`config.mk`:
```
export PLATFORM = sky130hd
export DESIGN_NAME = fifo_ctrl
export DESIGN_NICKNAME = d
export VERILOG_FILES = /design/src/rtl/fifo_ctrl.sv
export SDC_FILE = /design/constraint.sdc
export NUM_CORES = 1
export LEC_CHECK = 0
export BUFFER_PORTS_ARGS = -buffer_cell sky130_fd_sc_hd__buf_2
export CAP_MARGIN = 5
export CORE_ASPECT_RATIO = 1.75
export CORE_MARGIN = 5
export CORE_UTILIZATION = 47
export CTS_CLUSTER_DIAMETER = 50
export DETAILED_ROUTE_END_ITERATION = 7
export PLACE_DENSITY = 0.79
export SYNTH_ARGS = -nofsm -noshare
export SYNTH_HDL_FRONTEND = slang
export SYNTH_SLANG_ARGS = --single-unit
```
`constraint.sdc`:
```
create_clock -name clK -period 3 [get_ports clK]
set_clock_uncertainty 0.2 [all_clocks]
set_input_delay 0.15 -clock clK [delete_from_list [all_inputs] [get_ports clK]]
set_output_delay 0.15 -clock clK [all_outputs]
set_load 0.01 [all_outputs]
```
`src/rtl/fifo_ctrl.sv`:
```
// fifo_ctrl: first-word-fall-through FIFO controller around an external dual-port RAM (A = write, B = read).
// Optional feature macro FIFO_CTRL_STICKY_ERR_EN adds the sticky overflow flag err_ovf and its clear err_clr.
module fifo_ctrl #(
  parameter int ADDR      = 4,
  parameter int DATA      = 8,
  parameter int AFULL_TH  = 2**ADDR - 2,
  parameter int AEMPTY_TH = 2
) (
  input  logic            clK,
  input  logic            rst_n,
  input  logic            wr_valid,
  output logic            wr_ready,
  input  logic [DATA-1:0] wr_data,
  output logic            rd_valid,
  input  logic            rd_ready,
  output logic [DATA-1:0] rd_data,
  output logic [ADDR:0]   count,
  output logic            almost_full,
  output logic            almost_empty,
`ifdef FIFO_CTRL_STICKY_ERR_EN
  output logic            err_ovf,
  input  logic            err_clr,
`endif
  output logic            ram_a_wr,
  output logic [ADDR-1:0] ram_a_addr,
  output logic [DATA-1:0] ram_a_din,
  output logic            ram_b_wr,
  output logic [ADDR-1:0] ram_b_addr,
  input  logic [DATA-1:0] ram_b_dout
);

  localparam logic [ADDR:0] DEPTH     = (ADDR+1)'(2**ADDR);
  localparam logic [0:0]    S_EMPTY   = 1'b0;
  localparam logic [0:0]    S_VALID   = 1'b1;

  logic [ADDR:0]   r_wrPtr;
  logic [ADDR:0]   r_rdPtr;
  logic [ADDR:0]   r_memCnt;
  logic [ADDR:0]   r_count;
  logic [0:0]      r_rdState;
  logic            r_almostFull;
  logic            r_almostEmpty;

  logic            w_push;
  logic            w_pop;
  logic            w_fetch;
  logic [0:0]      w_rdStateNext;
  logic [ADDR:0]   w_countNext;
  logic [ADDR:0]   w_memCntNext;
  logic [ADDR-1:0] w_rdPrev;

  // Full is judged on total occupancy so the slot shown in the output stage is never overwritten.
  assign wr_ready     = (r_count != DEPTH);
  assign w_push       = wr_valid & wr_ready;
  assign w_pop        = r_rdState[0] & rd_ready;
  assign w_fetch      = (r_memCnt != '0) & (~r_rdState[0] | rd_ready);

  assign w_countNext  = r_count + (ADDR+1)'(w_push) - (ADDR+1)'(w_pop);
  assign w_memCntNext = r_memCnt + (ADDR+1)'(w_push) - (ADDR+1)'(w_fetch);
  assign w_rdPrev     = r_rdPtr[ADDR-1:0] - ADDR'(1);

  assign ram_a_wr     = w_push;
  assign ram_a_addr   = r_wrPtr[ADDR-1:0];
  assign ram_a_din    = wr_data;
  assign ram_b_wr     = 1'b0;
  // Without a fetch, port B re-reads the displayed slot so the registered RAM output holds the head word.
  assign ram_b_addr   = w_fetch ? r_rdPtr[ADDR-1:0] : w_rdPrev;

  assign rd_data      = ram_b_dout;
  assign rd_valid     = r_rdState[0];
  assign count        = r_count;
  assign almost_full  = r_almostFull;
  assign almost_empty = r_almostEmpty;

  always_comb begin
    w_rdStateNext = r_rdState;
    case (r_rdState)
      S_EMPTY: if (w_fetch) w_rdStateNext = S_VALID;
      S_VALID: if (!w_fetch && rd_ready) w_rdStateNext = S_EMPTY;
      default: w_rdStateNext = S_EMPTY;
    endcase
  end

  always_ff @(posedge clK or negedge rst_n) begin
    if (!rst_n) begin
      r_wrPtr       <= '0;
      r_rdPtr       <= '0;
      r_memCnt      <= '0;
      r_count       <= '0;
      r_rdState     <= S_EMPTY;
      r_almostFull  <= 1'b0;
      r_almostEmpty <= 1'b1;
    end else begin
      if (w_push)  r_wrPtr <= r_wrPtr + (ADDR+1)'(1);
      if (w_fetch) r_rdPtr <= r_rdPtr + (ADDR+1)'(1);
      r_memCnt      <= w_memCntNext;
      r_count       <= w_countNext;
      r_rdState     <= w_rdStateNext;
      // Flags come from the next-state count so they are registered with no input-to-flag path.
      r_almostFull  <= (w_countNext >= (ADDR+1)'(AFULL_TH));
      r_almostEmpty <= (w_countNext <= (ADDR+1)'(AEMPTY_TH));
    end
  end

`ifdef FIFO_CTRL_STICKY_ERR_EN
  logic r_errOvf;

  assign err_ovf = r_errOvf;

  always_ff @(posedge clK or negedge rst_n) begin
    if (!rst_n) begin
      r_errOvf <= 1'b0;
    end else if (wr_valid && !wr_ready) begin
      r_errOvf <= 1'b1;
    end else if (err_clr) begin
      r_errOvf <= 1'b0;
    end
  end
`endif

endmodule

```
After elaboration in Yosys (flattened, before gate mapping)
Cells that the tools add are included.
Storage, ports and cells
  flip-flop bits (word level): 23
  bits in latches: 0
  bits in writable memories: 0
  bits in read-only memories: 0
  bits of input ports: 20
  output and inout bits: 35
  logic and storage cells: 29
  memories kept: 0
Operators by class
  add/sub/neg operators: 7
  multipliers: 0
  div/mod/pow operators: 0
  $lt $le $gt $ge: 2
  equal/unequal tests: 1
  shift-type cells: 0
  multiplexer cells: 4
  bitwise logic cells: 5
  reduce and logical (&&, ||, !) cells: 3
Operator list (number)
  $add 5x1->5: 2
  $add 5x1->5 const B: 2
  $sub 5x1->5: 2
  $ge 5x4->1 const B: 1
  $le 5x2->1 const B: 1
  $ne 5x5->1 const B: 1
  $reduce_bool 5->1: 1
  $mux 4: 1
  $sub 4x1->4 const B: 1
  $and 1x1->1: 3
  $mux 1: 2
  $pmux 1 s2: 1
  $logic_and 1x1->1: 1
  $logic_not 1->1: 1
  $not 1->1: 1
  $or 1x1->1: 1

Logic depth before layout (Yosys ltp)
Gate-level depths: netlist (run 1).
  depth after elaboration: 7
  gate-level depth with buffers: 12
  mapped depth without buffers: 12

Worst setup path before layout (run 1)
No wires, ideal clock.
  kind: register to register
  start: register r_count[2] (netlist: count[2])
  end: register r_almostFull (netlist: almost_full)
  library setup time: 0.120 ns
  data arrival time: 2.413 ns
  data required time: 2.680 ns
  path slack: 0.267 ns
  stages on the path, launching flop included: 13
  buffers on the path: 0
  cells stage by stage: dfrtp_1 -> inv_1 -> ha_1 -> nand4bb_1 -> nand2_1 -> ha_1 -> inv_1 -> ha_1 -> fa_1 -> a21oi_1 -> o21bai_1 -> xnor2_1 -> a31o_2
On the way
  cells in the longest elaborated chain, start to end: 5
Ends and longest elaborated chain
  from (decl): RTL line 39  | logic [ADDR:0] r_count;
  from (signal assigned): RTL line 97  | r_count <= w_countNext;
  $ne 5x5->1: RTL line 53  | assign wr_ready = (r_count != DEPTH);
  named net wr_ready: RTL line 12  | output logic wr_ready,
  $and 1x1->1: RTL line 54  | assign w_push = wr_valid & wr_ready;
  $add 5x1->5: RTL line 58  | assign w_countNext = r_count + (ADDR+1)'(w_push) - (ADDR+1)'(w_pop);
  $sub 5x1->5: RTL line 58
  named net w_countNext[4]: RTL line 48  | logic [ADDR:0] w_countNext;
  $ge 5x4->1: RTL line 100  | r_almostFull <= (w_countNext >= (ADDR+1)'(AFULL_TH));
  to (signal assigned): RTL line 100
  to (decl): RTL line 41  | logic r_almostFull;
The timed path passes the listed nets, and every way through them passes these cells.
A chain may end at the register's enable or synchronous reset.

Worst setup path in the final report (run 1)
  start: register r_count[3] (netlist: count[3])
  end: register r_almostFull (netlist: almost_full)
On the way
  cells in the longest elaborated chain, start to end: 5
Ends and longest elaborated chain (RTL line)
  $ne 5x5->1: 53
  $and 1x1->1: 54
  $add 5x1->5 *: 58
  $sub 5x1->5 *: 58
  named net w_countNext[4]: 48
  $ge 5x4->1 *: 100
Mark *: on every way through the listed nets, which the timed path passes. The rest lies on a longest branch.

==> results of run 1 <==
stage by stage:
stage / power (mW) / hold WS, ns / instance area [um2] / std cells
after floorplan: 1.31 / -0.346 / 1300 / 119
after global placement: 1.52 / -0.0801 / 1320 / 150
after detailed placement: 1.59 / -0.0720 / 1320 / 150
after CTS: 1.78 / 0.0204 / 1380 / 156
after global routing: 1.94 / 0.0416 / 1380 / 156
final: 1.76 / 0.0178 / 1380 / 156
cells in the mapped netlist, drive strengths merged:
cell type | number | area (um2)
o21ai | 3 | 15.0
nor4 | 1 | 21.3
nor4b | 1 | 23.8
o21bai | 1 | 7.51
buf | 17 | 128
dfrtp | 20 | 500
a2111oi | 1 | 15.0
a31o | 1 | 8.76
xnor2 | 10 | 87.6
nand4bb | 1 | 11.3
xor2 | 6 | 52.6
ha | 15 | 188
fa | 2 | 40.0
dfstp | 1 | 26.3
a21o | 2 | 15.0
a21oi | 5 | 36.3
nor2 | 3 | 11.3
inv | 17 | 63.8
nand2b | 1 | 6.26
nand4 | 2 | 12.5
nand2 | 8 | 30.0
conb | 1 | 3.75
layer usage:
metal	wire [um]	vias to the layer above	global-route usage, %
li1	-	379	-
met1	890	386	15.4
met2	1210	38	21.2
met3	166	3	3.74
met4	46	0	6.82
met5	0	-	0
critical path, stage by stage (launching register included):
cell       delay (ns)
dfrtp_1          0.39
inv_1            0.08
ha_1             0.20
nand4bb_1        0.12
nand2_1          0.13
ha_1             0.30
inv_1            0.04
ha_1             0.20
fa_1             0.41
a21oi_1          0.15
o21bai_1         0.08
xnor2_1          0.17
a31o_2           0.23
how the worst max path moves through the flow:
| stage | slack (ns) | to | cells after the start |
|---|---|---|---|
| after floorplan | 0.27 | almost_full | 12 |
| after global placement | 0.36 | almost_full | 12 |
| after detailed placement | 0.22 | almost_empty | 12 |
| after CTS | 0.20 | almost_full | 12 |
| after global routing | 0.02 | r_memCnt[4] | 12 |
| final | 0.21 | almost_full | 12 |
kinds of logic (layout without fill, tap and decap cells):
logic type      count (synthesis)  after routing  share of synthesized area (%)
other cells                     1              1                          0.288
flops                          21             21                           40.4
simple gates                   17             17                           8.93
fa+ha+maj                      17             17                           17.5
compound gates                 13             13                           7.49
buf+inv                        34             44                           14.7
xor+xnor                       16             16                           10.7
final cells by class:
cell class | instances | area [um2]
Inverter | 17 | 63.8
Fill cell | 241 | 1310
Multi-Input combinational cell | 64 | 586
Tap cell | 27 | 33.8
Sequential cell | 21 | 527
Clock buffer | 4 | 45.0
Timing Repair Buffer | 23 | 125
sequential cells by signal, summed over array words and instances (netlist names):
register / flops
count: 5
r_memCnt: 5
r_rdPtr: 4
r_wrPtr: 4
almost_empty: 1
almost_full: 1
rd_valid: 1
cells in the final DEF, fill, tap and decap left out:
cell type	count
fa_1	2
xnor2_1	10
dfrtp_1	20
nor4_4	1
xor2_1	6
a2111oi_2	1
a21oi_1	4
nor2_1	3
a21o_1	2
nand2b_1	1
o21bai_1	1
buf_2	21
nor4b_4	1
conb_1	1
nand4_1	2
o21ai_0	3
dfstp_2	1
clkbuf_8	3
dlygate4sd3_1	2
clkbuf_1	1
a21oi_4	1
a31o_2	1
nand2_1	8
inv_1	17
ha_1	15
nand4bb_1	1
where the power goes:
| part | switching, mW | internal (mW) | leakage (nW) |
|---|---|---|---|
| Clock | 0.0943 | 0.0949 | 0.0228 |
| Sequential | 0.148 | 0.443 | 0.242 |
| Combinational | 0.528 | 0.455 | 0.434 |
repair_timing:
action	4_1_cts	5_1_grt
hold endpoints to repair	22	0
gates resized for setup	0	0
hold buffers	2	0
buffers inserted	0	0
==> flow_summary.toml, run 1 <==
[hold_path]
hp-class = "in -> reg"
hold_depth = 3
whs_endpoint = "r_wrPtr[0]"
min-delay-start = "wr_valid"

[sta]
setup_ws_ns = 0.206
fin_crit_sh_pct = 93.1
max_freq_mhz = 358
setup_tns_ns = 0
rsz0062_at_grt = "false"
setup_viol = 0
final_hold_viol_count = 0
slew_violations = 0
min_period_ns = 2.79

[power]
ir_drop_mv = 0.657
powerDensity_nw_per_um2 = 1280
p_leak_nw = 0.699

[global_route]
track_usage_pct = 13.1
grt_max_degree = 22
grt-ovfl-total = 0
grt_pass1_wl_mm = 4.08
grt_pass1_vias = 891
antenna_found_initial = 0

[clock_network]
cts.path.max_buffers = 2
cts_inserted_buffers = 3
cts_tree = "yes"
clk_latency_ns = 0.27
cts.sinks = 21
htreeDepth = 1
root_buffer = "clkbuf_8"
clk_pin_slew_ns = 0.08

[yosys]
synth_area_per_cell_um2 = 11.0
ys_seq_area_share_pct = 40.4
synth-seq-cells = 21
syn_nets = 156
yosys_warnings = 0
synthesis.area_um2 = 1300
synthCells = 119
synth.distinct_cells = 23

[floorplan]
die_y_um = 79.7
coreArea_um2 = 2690
rows = 25
initial_core_util_pct = 48.5
ios = 55
die_w_um = 49.8
die_area_um2 = 3970

[placement]
gp_congestion = 0.795
io_buffer_count = 21
pre_cts_ws_ns = 0.215
dp_hpwl_mm = 1.84

[drt]
via_per_inst = 5.17
drt-total-wl_mm = 2.31
drc = 0
drtAntennaViolNets = 0
first_iter_violations = 8
firstDrtPassIters = 4
num_vias = 806
post_drt_wl_per_cell_um = 14.8

[worst_setup_path]
r2r_start = "count[3]"
cp.arrival_ns = 2.75
rr_endpoint = "almost_full"
r2r_cells = 12
crit_type = "reg -> reg"
end_kind = "flop"
critPathRequiredTime_ns = 2.96
start_kind = "flop"
r2r_slack_ns = 0.21
crit_start = "count[3]"
crit_path_max_fanout = 4

[flow_run]
maxCapViolCount = 0

[layout]
area_growth_pct = 5.85
diodes = 0
final_util_pct = 51.3
drive_gt1_share_pct = 23.3
nNetsFinal = 167

[status]
outcome = "finished clean"
Power figures use the tool's default switching activity.
==> run 2: changes to the inputs <==
--- a/config.mk
+++ b/config.mk
@@ -6,9 +6,10 @@
 export NUM_CORES = 1
 export LEC_CHECK = 0
+export ABC_AREA = 1
 export BUFFER_PORTS_ARGS = -buffer_cell sky130_fd_sc_hd__buf_2
 export CAP_MARGIN = 5
 export CORE_ASPECT_RATIO = 1.75
 export CORE_MARGIN = 5
-export CORE_UTILIZATION = 47
+export CORE_UTILIZATION = 49
 export CTS_CLUSTER_DIAMETER = 50
 export DETAILED_ROUTE_END_ITERATION = 7
==> constraint.sdc (replaced) <==
create_clock -name clK -period 3 [get_ports clK]
set_clock_uncertainty 0.2 [all_clocks]
set_input_delay 0.75 -clock clK [delete_from_list [all_inputs] [get_ports clK]]
set_output_delay 0.75 -clock clK [all_outputs]
set_load 0.01 [all_outputs]
==> flow_summary.toml, run 2 <==
[status]
outcome = "finished clean"

[floorplan]
ios = 55
die_w_um = 51.7
initial_core_util_pct = 51.0
die_y_um = 83.0
coreArea_um2 = 2930
die_area_um2 = 4290
rows = 26

[worst_setup_path]
cp.arrival_ns = 2.66
end_kind = "flop"
crit_path_max_fanout = 7
start_kind = "flop"
critPathRequiredTime_ns = 2.99
crit_type = "reg -> reg"

[yosys]
synthFlopType = "dfrtp_1"
synthCells = 182
synth_area_per_cell_um2 = 8.20
yosys_warnings = 0
synth.most_common_cell = "nand2_1"
synth.distinct_cells = 23
syn_nets = 219
yosysTopAreaCellShare_pct = 33.5
synth-edff-count = 0
synth-async-reset-ratio_pct = 100
synthesis.area_um2 = 1490
ys_seq_area_share_pct = 35.3
synth-seq-cells = 21
netlist_top_cells_area = "dfrtp_1 34%, ha_1 13%, nand2_1 11%, buf_4 8.5%, inv_1 7.0%"
synth.top_cells.by_count = "45 x nand2_1, 28 x inv_1, 20 x dfrtp_1, 17 x buf_4, 15 x ha_1"
synth_top_area_cell = "dfrtp_1"

[power]
powerDensity_nw_per_um2 = 1240
p_leak_nw = 0.870
ir_drop_mv = 0.577
finalPower_mw = 1.90

[drt]
via_per_inst = 4.88
num_vias = 1059
firstDrtPassIters = 4
drtAntennaViolNets = 0
drt-total-wl_mm = 2.48
first_iter_violations = 14
drc = 0
post_drt_wl_per_cell_um = 11.4

[clock_network]
post_cts_buffers = 0
htreeDepth = 1
cts_inserted_buffers = 3
cts_hold_buf = 0
cts_tree = "yes"
cts.sinks = 21
clk_latency_ns = 0.26
cts_resized = 0
clk_pin_slew_ns = 0.08
root_buffer = "clkbuf_8"
cts.path.max_buffers = 2

[sta]
final_hold_viol_count = 0
slew_violations = 0
fin_crit_sh_pct = 88.9
min_period_ns = 2.67
max_freq_mhz = 375
setup_viol = 0
rsz0062_at_grt = "false"
setup_tns_ns = 0

[layout]
nNetsFinal = 227
nFillCells = 287
fin_area_um2 = 1540
layout_commonest_cell = "nand2_1"
drive_gt1_share_pct = 20.6
area_growth_pct = 3.27
mostFrequentLayoutCells = "45 x nand2_1, 28 x inv_1, 21 x buf_2, 20 x dfrtp_1, 15 x ha_1"
diodes = 0

[flow_run]
maxCapViolCount = 0

[global_route]
grt_pass1_vias = 1052
grt-ovfl-total = 0
grt_pass1_wl_mm = 4.38
antenna_found_initial = 0
track_usage_pct = 13.2
grt_max_degree = 22

[placement]
gp_congestion = 0.763
dpl_cell_area_um2 = 1490
dp_hpwl_mm = 1.99
io_buffer_count = 21

[hold_path]
hp-class = "in -> async"
[run 2: cell count changes after synthesis, sizes merged, moves of 2 or more]
cell   previous run  this run
inv              17        30
nor2              3         6
xnor2            10         5
nand3             0        15
nand2             8        51
o21ai             3         7
a21o              2         0
nand4             2         0
[run 2: cells by family (layout without fill, tap and decap cells)]
logic type | count (synthesis) | in the layout | synth area share, %
XOR/XNOR | 10 | 10 | 5.87
AO/OA/AOI/OAI | 12 | 12 | 5.03
adder cells (fa/ha/maj) | 17 | 17 | 15.3
other | 1 | 1 | 0.251
buffers and inverters | 49 | 56 | 17.4
flip-flops | 21 | 21 | 35.3
AND/OR/NAND/NOR | 72 | 72 | 20.9
[run 2: path summary, 6_finish.rpt]
path | from | end | slack [ns] | cells past startpoint
max | count[3] | almost_empty | 0.33 | 13
min | rst_n | r_wrPtr[1] | 0.22 | 1
max reg2reg | count[3] | almost_empty | 0.33 | 13
min reg2reg | r_rdPtr[3] | r_rdPtr[3] | 0.32 | 2
max in group asynchronous | rst_n | almost_empty | 2.02 | 1
min in group clK | r_rdPtr[3] | r_rdPtr[3] | 0.32 | 2
[run 2: layout make-up]
class	count	area [um2]	area share (%)
clock inverter	1	7.51	0.487
inverter	30	113	7.31
sequential	21	527	34.2
multi-input combinational	112	706	45.8
tap	28	35.0	2.27
clock buffer	3	41.3	2.68
timing repair buffer	22	113	7.31
[run 2: worst max-delay path, cell delays in order (launching register included)]
cell	delay, ns
dfrtp_1	0.40
inv_1	0.10
ha_1	0.18
nand3_1	0.10
nand2_2	0.13
ha_1	0.30
inv_1	0.04
ha_1	0.21
fa_1	0.43
nand3_1	0.15
nand3_1	0.11
nand2_1	0.07
nand2_1	0.06
nor2_1	0.12
[run 2: power by group]
group	switching [mW]	internal (mW)
sequential	0.128	0.436
clock	0.0951	0.0937
combinational	0.679	0.473
[run 2: metrics by stage]
step / std cells / utilization (%) / worst slack [ns] / hold WS [ns]
floorplan: 182 / - / 0.448 / 0.254
global placement: 213 / 51.0 / 0.319 / 0.306
detailed placement: 213 / 51.0 / 0.279 / 0.308
CTS: 217 / 52.6 / 0.300 / 0.244
global route: 217 / 52.6 / 0.0859 / 0.269
finish: 217 / 52.6 / 0.332 / 0.225
[run 2: metal layers]
metal  vias up  wire length (um)  track usage (%)
met4         0                40             7.88
met3         2                75             2.15
met5         -                 0                0
met2        17              1370             22.4
li1        551                 -                -
met1       489               999             15.0
==> run 3: changes to the inputs <==
CORE_UTILIZATION = 53   (was 49)
PLACE_DENSITY = 0.85   (was 0.79)
clock period = 3.25 ns   (was 3 ns; I/O delays follow)
==> flow_summary.toml, run 3 (synthesized netlist as in run 2, its figures left out) <==
[floorplan]
ios = 55
initial_core_util_pct = 54.9
die_area_um2 = 4020
die_y_um = 80.2
rows = 25
coreArea_um2 = 2720
die_w_um = 50.1

[placement]
gp_congestion = 0.786
pre_cts_ws_ns = 0.491
io_buffer_count = 21
dp_hpwl_mm = 2.00

[clock_network]
post_cts_buffers = 0
cts_hold_buf = 0
cts_inserted_buffers = 3
cts.path.max_buffers = 2
cts_tree = "yes"
clk_latency_ns = 0.26
cts_resized = 0
cts.sinks = 21
htreeDepth = 1
clk_pin_slew_ns = 0.08
root_buffer = "clkbuf_8"

[global_route]
grtUsageMet1_pct = 16.6
grt_max_degree = 22
track_usage_pct = 14.6
grt_pass1_vias = 1132
gr-max-usage-layer = "met2"
grt-ovfl-total = 0
met2_usage_pct = 25.8
grt_pass1_wl_mm = 4.68
gr-usage-met3_pct = 1.86
antenna_found_initial = 0

[worst_setup_path]
end_kind = "flop"
critPathRequiredTime_ns = 3.25
crit_path_max_fanout = 7
crit_type = "reg -> reg"
cp.arrival_ns = 2.64
start_kind = "flop"

[power]
ir_drop_mv = 0.696
p_leak_nw = 0.871
finalPower_mw = 1.76
powerDensity_nw_per_um2 = 1140

[sta]
setup_viol = 0
min_period_ns = 2.64
setup_ws_ns = 0.606
final_hold_viol_count = 0
rsz0062_at_grt = "false"
max_freq_mhz = 378
fin_crit_sh_pct = 81.3
slew_violations = 0
setup_tns_ns = 0

[layout]
area_growth_pct = 2.93
layout_commonest_cell = "nand2_1"
diodes = 0
nNetsFinal = 227
drive_gt1_share_pct = 20.1
mostFrequentLayoutCells = "45 x nand2_1, 28 x inv_1, 21 x buf_2, 20 x dfrtp_1, 15 x ha_1"

[drt]
firstDrtPassIters = 4
drtAntennaViolNets = 0
first_iter_violations = 29
post_drt_wl_per_cell_um = 11.5
via_per_inst = 5.04
drc = 0
num_vias = 1088
drt-total-wl_mm = 2.49

[hold_path]
hp-class = "in -> async"

[status]
outcome = "finished clean"

[flow_run]
maxCapViolCount = 0
run 3: worst max-delay path, stage by stage (launching register included):
cell     delay (ns)
dfrtp_1        0.38
inv_1          0.10
ha_1           0.19
nand3_1        0.13
nand2_2        0.13
ha_1           0.30
inv_1          0.03
ha_1           0.20
fa_1           0.49
nand2_1        0.08
inv_1          0.03
a21oi_1        0.12
nand3_1        0.10
nor2_1         0.09
run 3: final timing paths:
path                            start            to  slack [ns]  cells past startpoint
hold reg to reg            r_wrPtr[1]    r_wrPtr[1]        0.34                      2
setup reg to reg             count[3]  almost_empty        0.61                     13
max in group asynchronous       rst_n  almost_empty        2.20                      1
min in group clK           r_wrPtr[1]    r_wrPtr[1]        0.34                      2
setup / recovery             count[3]  almost_empty        0.61                     13
hold / removal                  rst_n    r_wrPtr[2]        0.30                      1
run 3: final cells by class:
| class | instances | area [um2] |
|---|---|---|
| inverters | 30 | 113 |
| fillers | 260 | 1180 |
| multi-input cells | 112 | 706 |
| clock buffers | 4 | 45.0 |
| well taps | 27 | 33.8 |
| flip-flops and latches | 21 | 527 |
| repair buffers | 22 | 113 |
run 3: through the flow:
step | instances | util (%) | hold WS, ns | area, um2
after floorplan | 182 | - | 0.283 | 1490
after global placement | 212 | 54.8 | 0.324 | 1490
after detailed placement | 212 | 54.8 | 0.326 | 1490
after CTS | 216 | 56.5 | 0.322 | 1540
after global routing | 216 | 56.5 | 0.341 | 1540
final | 216 | 56.5 | 0.297 | 1540
run 3: power by group:
| group | total (mW) | internal, mW | switching, mW |
|---|---|---|---|
| combinational | 1.06 | 0.436 | 0.623 |
| clock | 0.172 | 0.0874 | 0.0847 |
| sequential | 0.525 | 0.402 | 0.122 |
| total | 1.76 | 0.925 | 0.830 |
run 3: routing by layer:
layer  part of all wire, %  vias up
li1                      -      554
met3                   5.6        6
met5                     0        -
met4                   2.4        0
met1                    40      509
met2                    52       19
